`src/rtl/seq_controller_if.sv`:
```
// Opcode type package and the sequencer <-> datapath interface.
// The resume signal exists only when SEQ_CTRL_RESUME_EN is defined.
package typedefs;
  typedef enum logic [2:0] {
    HLT = 3'd0,
    SKZ = 3'd1,
    ADD = 3'd2,
    AND = 3'd3,
    XOR = 3'd4,
    LDA = 3'd5,
    STO = 3'd6,
    JMP = 3'd7
  } opcode_t;
endpackage

interface seq_controller_if;
  import typedefs::*;

  opcode_t    opcode;
  logic       zero;
  logic       mem_rd;
  logic       mem_wr;
  logic       load_ir;
  logic       inc_pc;
  logic       load_pc;
  logic       load_ac;
  logic       halt;
  logic [2:0] phase;
`ifdef SEQ_CTRL_RESUME_EN
  logic       resume;

  modport master (
    output opcode, zero, resume,
    input  mem_rd, mem_wr, load_ir, inc_pc, load_pc, load_ac, halt, phase
  );
  modport slave (
    input  opcode, zero, resume,
    output mem_rd, mem_wr, load_ir, inc_pc, load_pc, load_ac, halt, phase
  );
`else
  modport master (
    output opcode, zero,
    input  mem_rd, mem_wr, load_ir, inc_pc, load_pc, load_ac, halt, phase
  );
  modport slave (
    input  opcode, zero,
    output mem_rd, mem_wr, load_ir, inc_pc, load_pc, load_ac, halt, phase
  );
`endif
endinterface

```
`src/rtl/seq_controller.sv`:
```
// Eight-phase instruction sequencer for the accumulator CPU.
// Optional SEQ_CTRL_RESUME_EN: resume input leaves the halted state.
module seq_controller (
  input  logic            clk,
  input  logic            rst_n,
  seq_controller_if.slave bus
);
  import typedefs::*;

  typedef enum logic [2:0] {
    INST_ADDR  = 3'd0,
    INST_FETCH = 3'd1,
    INST_LOAD  = 3'd2,
    IDLE       = 3'd3,
    OP_ADDR    = 3'd4,
    OP_FETCH   = 3'd5,
    ALU_OP     = 3'd6,
    STORE      = 3'd7
  } phase_t;

  phase_t state;
  logic   halted;
  logic   aluop;

  always_ff @(posedge clk or negedge rst_n) begin
    if (!rst_n) begin
      state  <= INST_ADDR;
      halted <= 1'b0;
    end else if (halted) begin
`ifdef SEQ_CTRL_RESUME_EN
      if (bus.resume) begin
        halted <= 1'b0;
        state  <= INST_ADDR;
      end
`endif
    end else begin
      state <= phase_t'(state + 3'd1);
      // Leaving OP_ADDR lands on OP_FETCH, which is where the halt freezes.
      if (state == OP_ADDR && bus.opcode == HLT)
        halted <= 1'b1;
    end
  end

  always_comb begin
    case (bus.opcode)
      ADD, AND, XOR, LDA: aluop = 1'b1;
      default:            aluop = 1'b0;
    endcase
  end

  always_comb begin
    bus.mem_rd  = 1'b0;
    bus.mem_wr  = 1'b0;
    bus.load_ir = 1'b0;
    bus.inc_pc  = 1'b0;
    bus.load_pc = 1'b0;
    bus.load_ac = 1'b0;
    bus.halt    = 1'b0;
    bus.phase   = state;
    if (halted) begin
      bus.halt = 1'b1;
    end else begin
      case (state)
        INST_ADDR: ;
        INST_FETCH: bus.mem_rd = 1'b1;
        INST_LOAD, IDLE: begin
          bus.mem_rd  = 1'b1;
          bus.load_ir = 1'b1;
        end
        OP_ADDR: begin
          bus.inc_pc = 1'b1;
          bus.halt   = (bus.opcode == HLT);
        end
        OP_FETCH: bus.mem_rd = aluop;
        ALU_OP: begin
          bus.load_ac = aluop;
          bus.mem_rd  = aluop;
          bus.inc_pc  = (bus.opcode == SKZ) && bus.zero;
          bus.load_pc = (bus.opcode == JMP);
        end
        STORE: begin
          bus.load_ac = aluop;
          bus.mem_rd  = aluop;
          bus.inc_pc  = (bus.opcode == JMP);
          bus.load_pc = (bus.opcode == JMP);
          bus.mem_wr  = (bus.opcode == STO);
        end
        default: ;
      endcase
    end
  end
endmodule

```
`src/flat_wrapper.sv`:
```
// flat-port wrapper written by rule: the top's interface ports become plain ports
module seq_controller_flat import typedefs::*;
  (clk, rst_n, bus_opcode, bus_zero, bus_mem_rd, bus_mem_wr, bus_load_ir, bus_inc_pc, bus_load_pc, bus_load_ac, bus_halt, bus_phase);
  seq_controller_if bus_i ();
  input  logic clk;
  input  logic rst_n;
  input wire logic [$bits(bus_i.opcode)-1:0] bus_opcode;
  input wire logic [$bits(bus_i.zero)-1:0] bus_zero;
  output wire logic [$bits(bus_i.mem_rd)-1:0] bus_mem_rd;
  output wire logic [$bits(bus_i.mem_wr)-1:0] bus_mem_wr;
  output wire logic [$bits(bus_i.load_ir)-1:0] bus_load_ir;
  output wire logic [$bits(bus_i.inc_pc)-1:0] bus_inc_pc;
  output wire logic [$bits(bus_i.load_pc)-1:0] bus_load_pc;
  output wire logic [$bits(bus_i.load_ac)-1:0] bus_load_ac;
  output wire logic [$bits(bus_i.halt)-1:0] bus_halt;
  output wire logic [$bits(bus_i.phase)-1:0] bus_phase;
  assign bus_i.opcode = bus_opcode;
  assign bus_i.zero = bus_zero;
  assign bus_mem_rd = bus_i.mem_rd;
  assign bus_mem_wr = bus_i.mem_wr;
  assign bus_load_ir = bus_i.load_ir;
  assign bus_inc_pc = bus_i.inc_pc;
  assign bus_load_pc = bus_i.load_pc;
  assign bus_load_ac = bus_i.load_ac;
  assign bus_halt = bus_i.halt;
  assign bus_phase = bus_i.phase;
  seq_controller u_core (.clk(clk), .rst_n(rst_n), .bus(bus_i));
endmodule
```
`config.mk`:
```
export PLATFORM = sky130hd
export DESIGN_NAME = seq_controller_flat
export DESIGN_NICKNAME = d
export VERILOG_FILES = /design/src/rtl/seq_controller_if.sv /design/src/rtl/seq_controller.sv /design/src/flat_wrapper.sv
export SDC_FILE = /design/constraint.sdc
export NUM_CORES = 1
export LEC_CHECK = 0
export CAP_MARGIN = 30
export CORE_AREA = 2 2 39 41
export CTS_CLUSTER_DIAMETER = 50
export DETAILED_ROUTE_END_ITERATION = 10
export DIE_AREA = 0 0 41 43
export PLACE_DENSITY = 0.63
export SLEW_MARGIN = 5
export SYNTH_ARGS = -nofsm -noshare
export SYNTH_HDL_FRONTEND = slang
export SYNTH_SLANG_ARGS = --single-unit
```
`constraint.sdc`:
```
create_clock -name clk -period 2.3 [get_ports clk]
set_clock_uncertainty 0.1 [all_clocks]
set_input_delay 0.46 -clock clk [delete_from_list [all_inputs] [get_ports clk]]
set_output_delay 0.46 -clock clk [all_outputs]
set_load 0.05 [all_outputs]
```
==> summary.txt <==
Yosys
  • Synth async-reset ratio: 100%
  • Most common library cells after synthesis: ha_1, dfrtp_1, inv_1, nor2_1
  • Largest area contributor in the netlist: dfrtp_1
  • Ranking of synthesized cells by area: dfrtp_1, ha_1, nand4_1, xnor2_1, a21oi_1
  • Synth top area share: 28.7%
  • Yosys warning count: 0
  • Synth unique cells: 18
  • Mean Syn Cell Area: 8.73 um^2
  • Synth Cell Area: 349 um^2
  • Seq/Total Area, Yosys: 28.7%
  • Cells after Synth: 40
  • Synth Net Count: 53
  • Main flop type after synthesis: dfrtp_1
  • Synthesized flop and latch total: 4
  • Most common cell in the netlist: ha_1
  • Number of flops mapped to enable cells by yosys: 0

Global routing
  • First-pass GRT wire length: 1370 um
  • Grt total ovfl: 0
  • Initial antenna violation count: 0
  • Largest net degree at the start of global routing: 10
  • Vias in the first global route: 342
  • GRT Total Usage: 11.1%

Pwr
  • VDD IR max: 0.000374 V
  • Leakage: 0.328 nW
  • Pwr dens: 257 mW/mm^2

Floorplanning
  • Std-Cell Rows: 14
  • Die Wd: 41 um
  • Core footprint: 0.00138 mm^2
  • Die H: 43 um
  • IO Pins: 16
  • Starting density of the core: 25.2%
  • Die Area: 0.00176 mm^2

Setup path
  • Arrival @ worst endpoint: 1.66 ns
  • Family with the most delay on the worst path: flip-flops
  • Max stage delay on crit path: 0.44 ns
  • CP max FO: 4
  • Startpoint types: flip-flop
  • Critical-path top delay cell: dfrtp_2
  • Worst-path cell chain: inv_4, ha_4, nand4_1, or3_4, a31oi_4, buf_12
  • Critical Path Sink Type: primary output
  • CP bufs+invs: 2
  • Setup CP Type: reg -> out
  • Required time of the critical path: 1.74 ns

Layout
  • Antenna cell count: 0
  • Layout cells sized above 1: 47.0%
  • Final net count: 80
  • Area grow syn2layout: 112%
  • Final Instance Area: 739 um^2

Clocking
  • Clk root buf: clkbuf_4
  • CTS Sinks: 4
  • Clk Latency, worst-skew pair: 0.23 ns
  • Clock transition at the registers of the reported paths: 0.04 ns
  • Number of CTS-inserted buffers: 3
  • CTS tree: built
  • # H-tree levels: 1
  • Maximum buffer depth of the clock tree: 2

Timing
  • Final setup vio count: 0
  • Fin crit share: 96.7%
  • Max-slew violation count: 0
  • Fin. Hold Viols: 0
  • Worst-margin pin slew: 0.499 ns
  • Fin crit period: 2.22 ns
  • Worst setup margin: 0.0756 ns
  • RSZ-0062 raised after global routing: yes
  • Fmax: 450 MHz
  • Slew HR: 66.6%

Routing
  • Drt pass-1 iters: 1
  • DR top layer: met3
  • Wire per inst: 10.4 um
  • Met3 wire len: 61 um
  • Vias per cell: 4.49
  • Via Count: 368
  • Post-Route WL: 852 um
  • DR WL met2: 419 um
  • Post-DRT Antenna Nets: 0
  • Post-route DRC: 0
  • Met1 WL: 371 um
  • DRT iter0 DRCs: 0

Place
  • Half-perimeter wire length after placement: 677 um
  • Dpl cell area: 663 um^2
  • I/O Buffers: 15
  • RePlAce Congestion: 0.660
  • Post-place setup slack: -0.00804 ns

Min path
  • HP Class: in -> async

Job
  • Max cap viols: 0

Run status
  • Status: finished, final reports clean
-- layout by cell type, fill, tap and decap left out, drive strengths merged --
cell type / n
a31oi: 1
nand3: 1
dlygate4sd2: 2
dlymetal6s2s: 2
nor2b: 1
o41ai: 1
mux2: 1
nor3: 2
buf: 15
nand2: 2
or3: 1
nand4: 3
clkdlybuf4s50: 4
ha: 7
dfrtp: 4
a21oi: 3
o31a: 1
inv: 4
nor2: 4
o21ai: 1
clkbuf: 4
xnor2: 2
-- worst paths after layout --
path                                     start             endpoint  slack (ns)  cells after the start
max reg2reg                u_core.bus.phase[1]        u_core.halted        0.80                      5
min                                      rst_n  u_core.bus.phase[0]        0.33                      1
max                        u_core.bus.phase[0]           bus_inc_pc        0.08                      6
min reg2reg                      u_core.halted        u_core.halted        0.50                      3
max in group asynchronous                rst_n  u_core.bus.phase[1]        1.59                      1
min in group clk                 u_core.halted        u_core.halted        0.50                      3
-- flip-flops by register name, summed over array words and instances, names as in the netlist --
signal,cells
u_core.halted,1
u_core.bus.phase,3
-- final cells by class --
cell class,count,area (um^2)
flip-flops and latches,4,103
repair buffers,23,258
clock buffers,4,26.3
multi-input cells,31,315
well taps,16,20.0
fillers,135,644
inverters,4,17.5
-- routing by layer --
| layer | vias to the layer above | GRT usage, % |
|---|---|---|
| li1 | 193 | - |
| met2 | 13 | 16.6 |
| met3 | 0 | 4.71 |
| met5 | - | 0 |
| met1 | 162 | 14.8 |
| met4 | 0 | 2.00 |
-- cell families (layout without fill, tap and decap cells) --
kind of cell	after synthesis	count (layout)	synth area share [%]
muxes	1	1	3.23
AOI/OAI and AO/OA	7	7	12.5
xor gates and xnor gates	2	2	5.02
and+or+nand+nor	14	14	19.7
adders and majority gates	7	7	25.1
DFF	4	4	28.7
buffers and inverters	5	31	5.73
-- what timing repair did --
item,CTS,global route
pin swaps,1,0
resized for setup,8,4
setup buffers,1,1
hold buffers,0,0
setup endpoints to repair,2,2
hold endpoints to repair,0,0
-- report_power, final --
part / switching, mW / internal [mW] / total [mW]
Clock: 0.0289 / 0.0651 / 0.0940
Combinational: 0.0116 / 0.0135 / 0.0251
Sequential: 0 / 0.0707 / 0.0707
Total: 0.0406 / 0.149 / 0.190
-- per-stage QoR --
step / hold WS (ns) / cells / setup TNS (ns) / util, % / total power, mW
after floorplan: 0.0644 / 40 / 0 / - / 0.0756
after global placement: 0.406 / 76 / -0.000615 / 47.9 / 0.0970
after detailed placement: 0.410 / 76 / -0.0100 / 47.9 / 0.0970
after CTS: 0.329 / 81 / 0 / 52.2 / 0.194
after global routing: 0.331 / 82 / -0.0183 / 53.4 / 0.203
final: 0.329 / 82 / 0 / 53.4 / 0.190
No activity file was read; power rests on OpenSTA's default activity.
